--- src/rtl/serial_adder_if.sv ---
// rtl/serial_adder_if.sv - start/busy/done operand and result bundle for serial_adder (ovf present with OVERFLOW_FLAG_EN)
interface serial_adder_if #(
  parameter int WIDTH = 8
);
  logic             start;
  logic             sub;
  logic [WIDTH-1:0] a;
  logic [WIDTH-1:0] b;
  logic             cin;
  logic             busy;
  logic             done;
  logic [WIDTH-1:0] sum;
  logic             cout;
`ifdef OVERFLOW_FLAG_EN
  logic             ovf;

  modport master (output start, sub, a, b, cin, input busy, done, sum, cout, ovf);
  modport slave  (input start, sub, a, b, cin, output busy, done, sum, cout, ovf);
`else
  modport master (output start, sub, a, b, cin, input busy, done, sum, cout);
  modport slave  (input start, sub, a, b, cin, output busy, done, sum, cout);
`endif
endinterface

--- src/rtl/serial_adder.sv ---
// rtl/serial_adder.sv - bit-serial LSB-first adder/subtractor on one full-adder cell; OVERFLOW_FLAG_EN adds signed overflow flag
module serial_adder #(
  parameter int WIDTH = 8
) (
  input  logic           clk,
  input  logic           rst_n,
  serial_adder_if.slave  bus
);

  localparam int CW = $clog2(WIDTH + 1);

  typedef enum logic [1:0] {
    IDLE = 2'd0,
    RUN  = 2'd1,
    DONE = 2'd2
  } state_t;

  state_t           r_state;
  state_t           w_state_nxt;

  logic [WIDTH-1:0] r_sa;
  logic [WIDTH-1:0] r_sb;
  logic [WIDTH-1:0] r_r;
  logic             r_c;
  logic [CW-1:0]    r_cnt;
  logic [WIDTH-1:0] r_sum;
  logic             r_cout;
`ifdef OVERFLOW_FLAG_EN
  logic             r_ovf;
`endif

  logic             w_load;
  logic             w_last;
  logic             w_s;
  logic             w_carry;

  // The single full-adder cell working on the current LSBs
  assign w_s     = r_sa[0] ^ r_sb[0] ^ r_c;
  assign w_carry = (r_sa[0] & r_sb[0]) | (r_sa[0] & r_c) | (r_sb[0] & r_c);

  // State register
  always_ff @(posedge clk) begin
    if (!rst_n) begin
      r_state <= IDLE;
    end else begin
      r_state <= w_state_nxt;
    end
  end

  // Next-state logic; DONE accepts start just like IDLE for back-to-back operation
  always_comb begin
    w_state_nxt = r_state;
    w_load      = 1'b0;
    w_last      = 1'b0;
    case (r_state)
      IDLE: begin
        if (bus.start) begin
          w_load      = 1'b1;
          w_state_nxt = RUN;
        end
      end
      RUN: begin
        if (r_cnt == CW'(WIDTH - 1)) begin
          w_last      = 1'b1;
          w_state_nxt = DONE;
        end
      end
      DONE: begin
        if (bus.start) begin
          w_load      = 1'b1;
          w_state_nxt = RUN;
        end else begin
          w_state_nxt = IDLE;
        end
      end
      default: begin
        w_state_nxt = IDLE;
      end
    endcase
  end

  // Operand load, bit-serial shifting and result capture on the final bit
  always_ff @(posedge clk) begin
    if (!rst_n) begin
      r_sa   <= '0;
      r_sb   <= '0;
      r_r    <= '0;
      r_c    <= 1'b0;
      r_cnt  <= '0;
      r_sum  <= '0;
      r_cout <= 1'b0;
`ifdef OVERFLOW_FLAG_EN
      r_ovf  <= 1'b0;
`endif
    end else if (w_load) begin
      // Subtraction is a + ~b + 1, so invert b and force the carry-in
      r_sa  <= bus.a;
      r_sb  <= bus.sub ? ~bus.b : bus.b;
      r_c   <= bus.sub ? 1'b1 : bus.cin;
      r_r   <= '0;
      r_cnt <= '0;
    end else if (r_state == RUN) begin
      r_sa  <= r_sa >> 1;
      r_sb  <= r_sb >> 1;
      r_c   <= w_carry;
      r_r   <= {w_s, r_r[WIDTH-1:1]};
      r_cnt <= r_cnt + CW'(1);
      if (w_last) begin
        r_sum  <= {w_s, r_r[WIDTH-1:1]};
        r_cout <= w_carry;
`ifdef OVERFLOW_FLAG_EN
        // r_c here is the carry into the MSB
        r_ovf  <= r_c ^ w_carry;
`endif
      end
    end
  end

  assign bus.busy = (r_state == RUN);
  assign bus.done = (r_state == DONE);
  assign bus.sum  = r_sum;
  assign bus.cout = r_cout;
`ifdef OVERFLOW_FLAG_EN
  assign bus.ovf  = r_ovf;
`endif

endmodule
--- src/flat_wrapper.sv ---
// flat-port wrapper written by rule: the top's interface ports become plain ports
module serial_adder_flat 
#(
  parameter int WIDTH = 8
)
  (clk, rst_n, bus_start, bus_sub, bus_a, bus_b, bus_cin, bus_busy, bus_done, bus_sum, bus_cout);
  serial_adder_if #(.WIDTH(WIDTH)) bus_i ();
  input  logic clk;
  input  logic rst_n;
  input wire logic [$bits(bus_i.start)-1:0] bus_start;
  input wire logic [$bits(bus_i.sub)-1:0] bus_sub;
  input wire logic [$bits(bus_i.a)-1:0] bus_a;
  input wire logic [$bits(bus_i.b)-1:0] bus_b;
  input wire logic [$bits(bus_i.cin)-1:0] bus_cin;
  output wire logic [$bits(bus_i.busy)-1:0] bus_busy;
  output wire logic [$bits(bus_i.done)-1:0] bus_done;
  output wire logic [$bits(bus_i.sum)-1:0] bus_sum;
  output wire logic [$bits(bus_i.cout)-1:0] bus_cout;
  assign bus_i.start = bus_start;
  assign bus_i.sub = bus_sub;
  assign bus_i.a = bus_a;
  assign bus_i.b = bus_b;
  assign bus_i.cin = bus_cin;
  assign bus_busy = bus_i.busy;
  assign bus_done = bus_i.done;
  assign bus_sum = bus_i.sum;
  assign bus_cout = bus_i.cout;
  serial_adder #(.WIDTH(WIDTH)) u_core (.clk(clk), .rst_n(rst_n), .bus(bus_i));
endmodule
--- config.mk ---
export PLATFORM = sky130hd
export DESIGN_NAME = serial_adder_flat
export DESIGN_NICKNAME = d
export VERILOG_FILES = /design/src/rtl/serial_adder_if.sv /design/src/rtl/serial_adder.sv /design/src/flat_wrapper.sv
export SDC_FILE = /design/constraint.sdc
export NUM_CORES = 1
export LEC_CHECK = 0
export CAP_MARGIN = 20
export CORE_AREA = 3 3 62 64
export CTS_CLUSTER_SIZE = 10
export DETAILED_ROUTE_END_ITERATION = 12
export DIE_AREA = 0 0 65 67
export GPL_TIMING_DRIVEN = 0
export PLACE_DENSITY = 0.76
export SLEW_MARGIN = 25
export SYNTH_ARGS = -nofsm -noshare
export SYNTH_HDL_FRONTEND = slang
export SYNTH_SLANG_ARGS = --single-unit
--- constraint.sdc ---
create_clock -name clk -period 1.3 [get_ports clk]
set_input_delay 0.26 -clock clk [delete_from_list [all_inputs] [get_ports clk]]
set_output_delay 0.26 -clock clk [all_outputs]
set_load 0.02 [all_outputs]
; Word level (Yosys, flattened, before mapping)
; Cells that the tools add are included.
; W data, S select, Z words.
[classes]
bitwise = 10
eq_ne = 5
add_sub_neg = 1
n_mux = 16
reduce_logical = 6
[op_table]
columns = cell, n
row1 = $mux W8, 5
row2 = $mux W1, 8
row3 = $not A8 Y8, 1
row4 = $pmux W2 S3, 1
row5 = $add A4 B1 Y4 const B, 1
row6 = $eq A4 B3 Y1 const B, 1
row7 = $mux W2, 2
row8 = $reduce_or A2 Y1, 2
row9 = $and A1 B1 Y1, 3
row10 = $reduce_and A3 Y1, 1
row11 = $eq A2 B1 Y1 const B, 1
row12 = $eq A2 B2 Y1 const B, 1
row13 = $logic_not A2 Y1, 1
row14 = $ne A2 B1 Y1 const B, 1
row15 = $ne A2 B2 Y1 const B, 1
row16 = $not A1 Y1, 2
row17 = $or A1 B1 Y1, 2
row18 = $reduce_and A2 Y1, 1
row19 = $reduce_bool A2 Y1, 1
row20 = $xor A1 B1 Y1, 2
[word_totals]
output_inout_bits = 11
regBits = 40

; Depth between registers and ports, before layout
[depth]
depth_word = 5
ltp_mapped = 5

; Worst setup path before layout
; OpenSTA, ideal clock, no wires.
[synth_timing]
path_kind = register -> register
from = register u_core.r_cnt[0]
to = register u_core.r_cout, in the netlist u_core.bus.cout
t_arrival_ns = 1.114
path_stages_with_launch = 5
setup_slack_ns = 0.114
path_buffers = 0
required_ns = 1.228
cell_sequence = dfxtp_1 ha_1 nand3b_1 nor2_8 mux2i_1
[synth_between]
elab_chain_len = 4
[synth_rtl]
columns = element, line_no
row1 = from (decl), serial_adder.sv:25  ; logic [CW-1:0] r_cnt;
row2 = from (signal assigned), serial_adder.sv:107  ; r_cnt <= r_cnt + CW'(1);
row3 = $eq A4 B3 Y1, serial_adder.sv:63  ; if (r_cnt == CW'(WIDTH - 1)) begin
row4 = $mux W1, serial_adder.sv:63
row5 = $mux W1, serial_adder.sv:55  ; case (r_state)
row6 = $reduce_and A3 Y1 (no source line), --
row7 = to (signal assigned), serial_adder.sv:110  ; r_cout <= w_carry;
row8 = to (decl), serial_adder.sv:27  ; logic r_cout;
; Every way passes these cells.
; A chain may end at the register's enable or synchronous reset.

; Final worst setup path
[layout_timing]
from = register u_core.r_state[0]
to = output bus_done
[layout_between]
elab_chain_len = 1
[layout_rtl]
columns = element, line_no
row1 = from (decl), serial_adder.sv:18  ; state_t r_state;
row2 = from (signal assigned), serial_adder.sv:46  ; r_state <= w_state_nxt;
row3 = $eq A2 B2 Y1, serial_adder.sv:120  ; assign bus.done = (r_state == DONE);
row4 = to (decl), flat_wrapper.sv:16  ; output wire logic [$bits(bus_i.done)-1:0] bus_done;
; Every way passes these cells.

==> impl_metrics.toml <==
[worst_setup_path]
r2r_slack_ps = 40
cp_data_required_time_ps = 1040
critPathTopFamily = "flip-flops"
worst_path_max_delay_cell = "dfxtp_4"
slowest_delay_ps = 390
cp_max_fo = 4
critical_path_class = "register to output port"
worstPathCellList = "and2b_1, buf_6"
cp-end-kind = "output port"
r2r_start = "u_core.r_cnt[1]"
reg2reg_depth = 6
startpoint_type = "register"
cp.arrival_ps = 1050
crit_buf_inv = 1
r2r_end = "u_core.r_state[0]"

[die]
die_y_um = 67
core_area_um2 = 3340
ios = 32
die_w_um = 65
row_count = 21
dieArea_um2 = 4360
start_util_pct = 50.4

[grt]
antenna_found_initial = 0
grt_pass1_vias = 1318
grt_max_degree = 12
grt_pass1_wl_um = 5910
overflow = 0
grt_usage_pct = 17.8

[yosys]
ys.flop_type = "dfxtp_1"
synth_fa_ha_area_share_pct = 1.94
synth-compound-area-share_pct = 11.8
yosys_warnings = 0
ys_ff_latch = 39
synthesis.area_um2 = 1680
muxShareOfSynthArea_pct = 5.36
synth_xor_area_share_pct = 5.21
synth_top_family_by_area = "simple AND/OR/NAND/NOR gates"
synthCells = 189
synthArstFlopShare_pct = 0
seq_area_frac_synth_pct = 46.5
synth-edff-count = 0
synth_cell_types = 30
synth_nets = 212
synthSimpleGateAreaFrac_pct = 22.1
syn_avg_cell_area_um2 = 8.89

[timing]
worst_pin_slew_ps = 465
hold_viol = 0
period_needed_ps = 1310
max_clock_freq_mhz = 766
fin_tns_setup_ps = -10.2
post-route-period-util_pct = 100
whs_ps = 306
slew_headroom_pct = 69.0
setup_ws_ps = -6.26
fin_skew_ps = 8.54
maxSlewViolCount = 0
setup_violations = 2
grt_setup_unrepaired = "yes"

[pwr]
ir_drop_mv = 0.694
p_int_w = 0.00178
comb_power_share_pct = 17.1
p_sw_w = 0.000624
p_sw_share_pct = 26.0
p_per_area_nw_per_um2 = 1090
p_seq_share_pct = 53.6
p_clk_share_pct = 29.3
leakage_nw = 0.832

[clock_network]
cts_tree = "done"
clk-insertion-delay-late_ps = 350
cts-hold-fix-buffers = 0
numCtsBuffers = 5
clockRootBuffer = "clkbuf_4"
htreeDepth = 2
clockBufferDepth = 2
cts_sinks = 39
cts.clk_slew.worst_paths_ps = 110

[drt]
routed_wl_um = 3620
post_drt_wl_per_cell_um = 12.8
vias = 1487
avgViaCountPerCell = 5.27
drcViolationCount = 0
ant_nets = 0
drt-initial-drc-count = 42
firstDrtPassIters = 4

[placed_design]
gp_congestion = 0.787
dpl_worst_slack_ps = -421
dp_cells = 265
numPortBuffers = 30
hpwl_um = 2470

[min_path]
worst_hold_path_type = "input port to register"
min_from = "bus_sub"
hold_depth = 4
holdPathEnd = "u_core.r_sb[7]"

[final_layout]
antenna_cells = 0
drive_above_1_share_pct = 20.8
final_cells = 282
fin_util_pct = 66.3
syn_to_final_growth_pct = 31.6
fin_nets = 258

[run_status]
failed_checks = "setup timing"
outcome = "finished, violations left"

[job]
drv_cap = 0
[area by class of cell]
cell class	count	area, µm²
timing repair buffer	39	344
tap	46	57.6
inverter	2	20.0
clock buffer	8	68.8
buffer	13	121
multi-input combinational	135	811
sequential	39	788
fill	311	1130
[how the worst max path moves through the flow]
stage,from,end,slack (ps),cells after the start
6_report,u_core.r_state[0],bus_done,-6,2
5_1_grt,u_core.r_state[0],bus_done,-40,2
4_1_cts,u_core.r_state[1],bus_busy,-160,4
3_5_place_dp,u_core.r_state[0],bus_busy,-420,4
3_3_place_gp,u_core.r_state[0],bus_busy,-420,4
2_1_floorplan,u_core.r_cnt[0],u_core.bus.cout,110,4
[power groups by stage]
| stage | combinational [W] | clock, W | sequential [W] |
|---|---|---|---|
| global route | 0.000451 | 0.000756 | 0.00129 |
| floorplan | 0.000245 | 0 | 0.00130 |
| detailed placement | 0.000362 | 0 | 0.00131 |
| finish | 0.000411 | 0.000705 | 0.00129 |
| global placement | 0.000359 | 0 | 0.00131 |
| CTS | 0.000376 | 0.000711 | 0.00129 |
[cells by family after synthesis]
logic type                 count (synthesis)
xor gates and xnor gates                  10
muxes                                      9
DFF                                       39
and+or+nand+nor                           78
buffers and inverters                     16
adders and majority gates                  2
AOI/OAI and AO/OA                         35
[per-stage QoR]
step,total power [W],cell area (µm²)
6_report,0.00240,2210
5_1_grt,0.00250,2210
4_1_cts,0.00237,2150
3_5_place_dp,0.00168,2040
3_3_place_gp,0.00167,2040
2_1_floorplan,0.00155,1680
[per-layer routing]
metal,track usage [%],routed length (µm)
met1,21.2,1550
met2,30.0,1810
met3,5.56,207
met4,6.33,51
met5,0,0
[cell usage in the layout (no fill, tap or decap), types with 2 or more instances in the layout]
cell type,netlist,routed
a21oi_1,16,16
a22oi_1,4,4
a31oi_1,3,3
buf_2,2,2
buf_4,3,9
buf_6,6,8
clkbuf_1,3,3
clkbuf_2,0,7
clkbuf_4,0,5
clkbuf_8,0,2
clkdlybuf4s15_1,0,3
clkdlybuf4s50_1,0,19
dfxtp_1,39,35
dfxtp_2,0,3
mux2i_1,9,9
nand2_1,41,41
nand3_1,8,8
nand3b_1,2,2
nor2_1,3,3
nor3_1,16,15
nor3_2,1,2
o21ai_0,3,2
o21ai_1,1,2
o22ai_1,8,7
xor2_1,9,9
[worst reg2reg max path, stage by stage, from the launching register on]
cell and delay, ps:
dfxtp_2 370, ha_2 180, nand3b_1 70, buf_4 170, buf_4 140, a21oi_1 150, nor2_1 50
[flip-flops by register name, summed over array words and instances (netlist names)]
name / flops
u_core.bus.cout: 1
u_core.bus.sum: 8
u_core.r_c: 1
u_core.r_cnt: 4
u_core.r_r: 7
u_core.r_sa: 8
u_core.r_sb: 8
u_core.r_state: 2
[synthesized netlist by cell type, drive strengths merged (3+ instances only)]
cell type	instances	area share, %
xor2	9	4.7
nand3	8	2.4
mux2i	9	5.4
nand2	42	9.5
nor2	4	1.9
a21oi	16	4.8
dfxtp	39	46
a31oi	3	1.1
buf	11	6.0
o21ai	4	1.2
clkbuf	3	0.67
a22oi	4	1.8
nor3	17	5.4
o22ai	8	3.0
[what timing repair did]
action / CTS / global route
endpoints found under the setup margin: 20 / 23
pin swaps: 1 / 2
resized for setup: 30 / 29
setup buffers: 2 / 7
cloned: 1 / 0
(Power assumes the default switching activity.)
